==> config.mk <==
export PLATFORM = sky130hd
export DESIGN_NAME = rt_cross_clk_arb
export DESIGN_NICKNAME = d
export VERILOG_FILES = /design/src/rtl/rt_cross_clk_arb.sv
export SDC_FILE = /design/constraint.sdc
export NUM_CORES = 1
export LEC_CHECK = 0
export ABC_AREA = 0
export BUFFER_PORTS_ARGS = -buffer_cell sky130_fd_sc_hd__buf_4
export CORE_MARGIN = 3
export CORE_UTILIZATION = 45
export DETAILED_ROUTE_END_ITERATION = 16
export HOLD_SLACK_MARGIN = 0.1
export MAX_ROUTING_LAYER = met4
export PLACE_DENSITY_LB_ADDON = 0.3
export SYNTH_ARGS = -nofsm -noshare
export SYNTH_HDL_FRONTEND = slang
export SYNTH_SLANG_ARGS = --single-unit
==> constraint.sdc <==
create_clock -name rt_i_aclk -period 2.2 [get_ports rt_i_aclk]
set_clock_uncertainty 0.05 [all_clocks]
set_input_delay 0.22 -clock rt_i_aclk [delete_from_list [all_inputs] [get_ports rt_i_aclk]]
set_output_delay 0.22 -clock rt_i_aclk [all_outputs]
set_load 0.01 [all_outputs]
==> src/rtl/rt_cross_clk_arb.sv <==
// rt_cross_clk_arb: round-robin sequencer sharing one data-enable
// clock-crossing channel, with busy watchdog and issue counter.
module rt_cross_clk_arb #(
   parameter int NREQ    = 4,
   parameter int DWIDTH  = 8,
   parameter int TAGW    = 2,
   parameter int TMO_CYC = 1024,
   parameter int CNTW    = 16
) (
   input  logic                   rt_i_aclk,
   input  logic                   rt_i_rst_aclk,
   input  logic [NREQ-1:0]        rt_i_req_aclk,
   input  logic [NREQ*DWIDTH-1:0] rt_i_din_aclk,
   output logic [NREQ-1:0]        rt_o_ack_aclk,
   output logic                   rt_o_de_aclk,
   output logic [TAGW+DWIDTH-1:0] rt_o_din_aclk,
   input  logic                   rt_i_busy_aclk,
   input  logic                   rt_i_err_clr_aclk,
   output logic                   rt_o_err_aclk,
   output logic [CNTW-1:0]        rt_o_xfer_cnt_aclk
);

   localparam int PW = (NREQ > 1) ? $clog2(NREQ) : 1;
   localparam int TW = (TMO_CYC > 1) ? $clog2(TMO_CYC) : 1;
   localparam logic [TW-1:0] TMO_LAST = TW'(TMO_CYC - 1);

   typedef enum logic [1:0] {
      ST_IDLE,
      ST_SENT,
      ST_WAIT
   } state_t;

   state_t            state;
   logic [PW-1:0]     ptr;
   logic [PW-1:0]     win;
   logic              found;
   logic [TW-1:0]     tmo;
   logic [DWIDTH-1:0] pay [NREQ];
   logic [DWIDTH-1:0] win_pay;
   int                j;

   always_comb begin
      for (int i = 0; i < NREQ; i++) begin
         pay[i] = rt_i_din_aclk[i*DWIDTH +: DWIDTH];
      end
   end

   // First requester after the last winner, wrapping around.
   always_comb begin
      found   = 1'b0;
      win     = ptr;
      win_pay = '0;
      j       = 0;
      for (int k = 1; k <= NREQ; k++) begin
         j = (int'(ptr) + k) % NREQ;
         if (!found && rt_i_req_aclk[j[PW-1:0]]) begin
            found   = 1'b1;
            win     = j[PW-1:0];
            win_pay = pay[j[PW-1:0]];
         end
      end
   end

   always_ff @(posedge rt_i_aclk) begin
      if (rt_i_rst_aclk) begin
         state              <= ST_IDLE;
         ptr                <= PW'(NREQ - 1);
         tmo                <= '0;
         rt_o_ack_aclk      <= '0;
         rt_o_de_aclk       <= 1'b0;
         rt_o_din_aclk      <= '0;
         rt_o_err_aclk      <= 1'b0;
         rt_o_xfer_cnt_aclk <= '0;
      end else begin
         rt_o_ack_aclk <= '0;
         rt_o_de_aclk  <= 1'b0;
         if (rt_i_err_clr_aclk) begin
            rt_o_err_aclk <= 1'b0;
         end
         unique case (state)
            ST_IDLE: begin
               if (found && !rt_i_busy_aclk) begin
                  rt_o_de_aclk       <= 1'b1;
                  rt_o_ack_aclk[win] <= 1'b1;
                  rt_o_din_aclk      <= {TAGW'(win), win_pay};
                  ptr                <= win;
                  rt_o_xfer_cnt_aclk <= rt_o_xfer_cnt_aclk + CNTW'(1);
                  state              <= ST_SENT;
               end
            end
            ST_SENT: begin
               tmo   <= '0;
               state <= ST_WAIT;
            end
            ST_WAIT: begin
               if (!rt_i_busy_aclk) begin
                  state <= ST_IDLE;
               end else if (tmo == TMO_LAST) begin
                  // Later assignment overrides a same-cycle clear.
                  rt_o_err_aclk <= 1'b1;
                  state         <= ST_IDLE;
               end else begin
                  tmo <= tmo + TW'(1);
               end
            end
            default: state <= ST_IDLE;
         endcase
      end
   end

endmodule

==> out/metrics.yaml <==
timing:
  hold_viol: 0
  finalCritPeriodShare_pct: 90.1
  max_freq_mhz: 505
  fin_crit_ps: 1980
  fin_tns_setup_ps: 0
  tightestPinTransition_ps: 576
  whs_ps: 164
  finalSetupViolations: 0
  rsz0062_at_grt: "no"
  relSlewSlack_pct: 61.4
  maxSlewViolCount: 0
clocking:
  numCtsBuffers: 5
  htreeDepth: 2
  cts_tree: "built"
  clock_path_buffers: 2
  clk_transition_reported_paths_ps: 90
  clkSinkCount: 46
  ctsHoldBuffers: 0
  worstSkewPairLatency_ps: 310
  root_buffer: "clkbuf_8"
final_layout:
  drive_gt1_share_pct: 30.0
  instances_no_fill: 516
  n_antenna_cell: 0
  nNetsFinal: 461
  syn2layout_area_growth_pct: 21.0
  post-route-util_pct: 56.6
  fin_area_mm2: 0.00389
critical_path:
  crit_buf_inv: 0
  max_stage_delay_ps: 450
  arrival_ps: 2160
  cp-end-kind: "register"
  critPathSlowestCell: "dfxtp_4"
  required_ps: 2380
  cp_max_fo: 29
  cp_top_family: "compound AO/OA/AOI/OAI gates"
  worstSetupPathType: "register to register"
  worstPathCellList: "and2b_1 > mux2i_1 > o31ai_4 > a22oi_1 > a211oi_1"
  cp-start-kind: "register"
floorplanning:
  dieArea_mm2: 0.00820
  die_w_um: 90.5
  core_mm2: 0.00687
  die_h_um: 90.5
  initial_utilization_pct: 46.8
  rows: 30
  io_pins: 72
route:
  wire_per_inst_um: 15.5
  drt-total-wl_mm: 8.01
  wl_met2_mm: 3.91
  drtPass1Iterations: 4
  drt_iter0_markers: 193
  wl_met1_mm: 3.58
  route.vias.total: 3041
  wl_met3_um: 450
  top_layer: "met4"
  via_per_inst: 5.89
  drc_errors: 0
  drtAntennaViolNets: 0
flow_run:
  cap_violations: 0
power:
  power_leakage_uw: 0.00153
  ir_drop_mv: 0.313
  p_per_area_mw_per_mm2: 539
synth:
  yosys.area.top_type: "dfxtp_1"
  syn-num-nets: 398
  ys_ff_latch: 46
  yosysWarnings: 0
  synthDistinctLibCells: 60
  synth_cells: 356
  synth_top_area_share_pct: 28.6
  synthArstFlopShare_pct: 0
  netlist_top_cells_area: "dfxtp_1 29%, mux4_2 9.1%, nor2_1 6.7%, mux2i_1 5.6%, a21oi_1 3.1%"
  syn_area_mm2: 0.00322
  synth_edf_count: 0
  synth_flop_cell: "dfxtp_1"
  syn_area_per_cell_um2: 9.03
  ys_seq_area_share_pct: 28.6
placement:
  dp_hpwl_mm: 5.83
  post_dp_cell_area_mm2: 0.00380
  place_inst: 508
  gp_congestion: 0.873
  io_buffers: 71
grt:
  grtUsageTotal_pct: 19.6
  globalRouteOverflowTotal: 0
  grt_pass1_vias: 2813
  grt_pass1_wl_mm: 13.2
  grt_antenna_before_repair: 0
  grt_max_degree: 45
run_status:
  outcome: "finished clean"
min_path:
  hold_class: "input pin to register"
[layout by cell type, fill, tap and decap left out, types with 9 or more instances in the layout]
cell / count
a32oi_1: 10
nand3_1: 9
xor2_1: 11
mux4_2: 13
nor2_1: 57
mux2i_1: 18
buf_4: 82
a21oi_1: 20
nand2_1: 15
a211oi_1: 11
o21ai_0: 12
dfxtp_1: 44
[synth_stat cells (all sizes together), types with 4 or more instances]
library cell	instances
o22ai	5
o211ai	5
nor2	59
a22oi	5
xor2	11
nor2b	5
a32oi	10
nor3	7
a311oi	5
nand3	9
buf	19
o2bb2a	5
o21ai	12
xnor2	6
a221oi	5
clkbuf	7
nand2b	4
a211oi	11
dfxtp	46
nand4	5
mux2i	18
mux2	5
nor3b	4
nand2	15
mux4	13
a21oi	21
[routing by layer]
| metal | up-vias | global-route usage (%) |
|---|---|---|
| met3 | 8 | 4.17 |
| li1 | 1497 | - |
| met2 | 90 | 32.6 |
| met1 | 1446 | 24.6 |
| met4 | 0 | 4.59 |
| met5 | - | - |
[report_power, final]
group | switching [uW] | internal (uW) | total, uW
registers | 56.2 | 872 | 928
logic | 313 | 328 | 641
clock network | 305 | 223 | 528
total | 674 | 1420 | 2100
[path summary, 6_finish.rpt]
check | startpoint | end | slack (ps) | cells past startpoint
worst max register to register | ptr[1] | rt_o_din_aclk[6] | 220 | 5
worst max-delay path | ptr[1] | rt_o_din_aclk[6] | 220 | 5
worst min register to register | rt_o_xfer_cnt_aclk[1] | rt_o_xfer_cnt_aclk[1] | 450 | 2
worst min-delay path | rt_i_err_clr_aclk | rt_o_err_aclk | 160 | 4
[flip-flops by register name, summed over array words and instances, names as in the netlist]
signal / count
rt_o_xfer_cnt_aclk: 16
tmo: 10
ptr: 2
rt_o_de_aclk: 1
rt_o_din_aclk: 10
rt_o_ack_aclk: 4
state: 2
rt_o_err_aclk: 1
[worst reg2reg max path, delay by kind of cell, from the launching register on]
family | cells | cell delay [ps]
AO/OA/AOI/OAI | 3 | 860
AND/OR/NAND/NOR | 1 | 390
flip-flops | 1 | 450
multiplexers | 1 | 160
[repair_timing]
item | CTS | global route
hold endpoints to repair | 0 | 0
setup buffers | 0 | 0
endpoints found under the setup margin | 0 | 7
gates resized for setup | 0 | 1
[stage by stage]
stage	total power (uW)	setup slack, ps
floorplan	1390	575
global placement	1570	167
detailed placement	1580	91.2
CTS	2120	70.2
global route	2210	57.5
finish	2100	219
[area by class of cell]
cell class	count	area, um2
clock buffer	5	68.8
clock inverter	3	21.3
fill	641	2980
inverter	2	7.51
multi-input combinational	282	2130
sequential	46	926
tap	96	120
timing repair buffer	82	616
[cell families (layout without fill, tap and decap cells)]
logic type                 after synthesis  count (layout)  share of synthesized area [%]
and+or+nand+nor                        128             128                           21.6
AOI/OAI and AO/OA                       99              99                           22.8
DFF                                     46              46                           28.6
muxes                                   36              36                           16.5
buffers and inverters                   28              92                           5.10
xor gates and xnor gates                17              17                           4.63
adders and majority gates                2               2                          0.778
(Power assumes the default switching activity.)
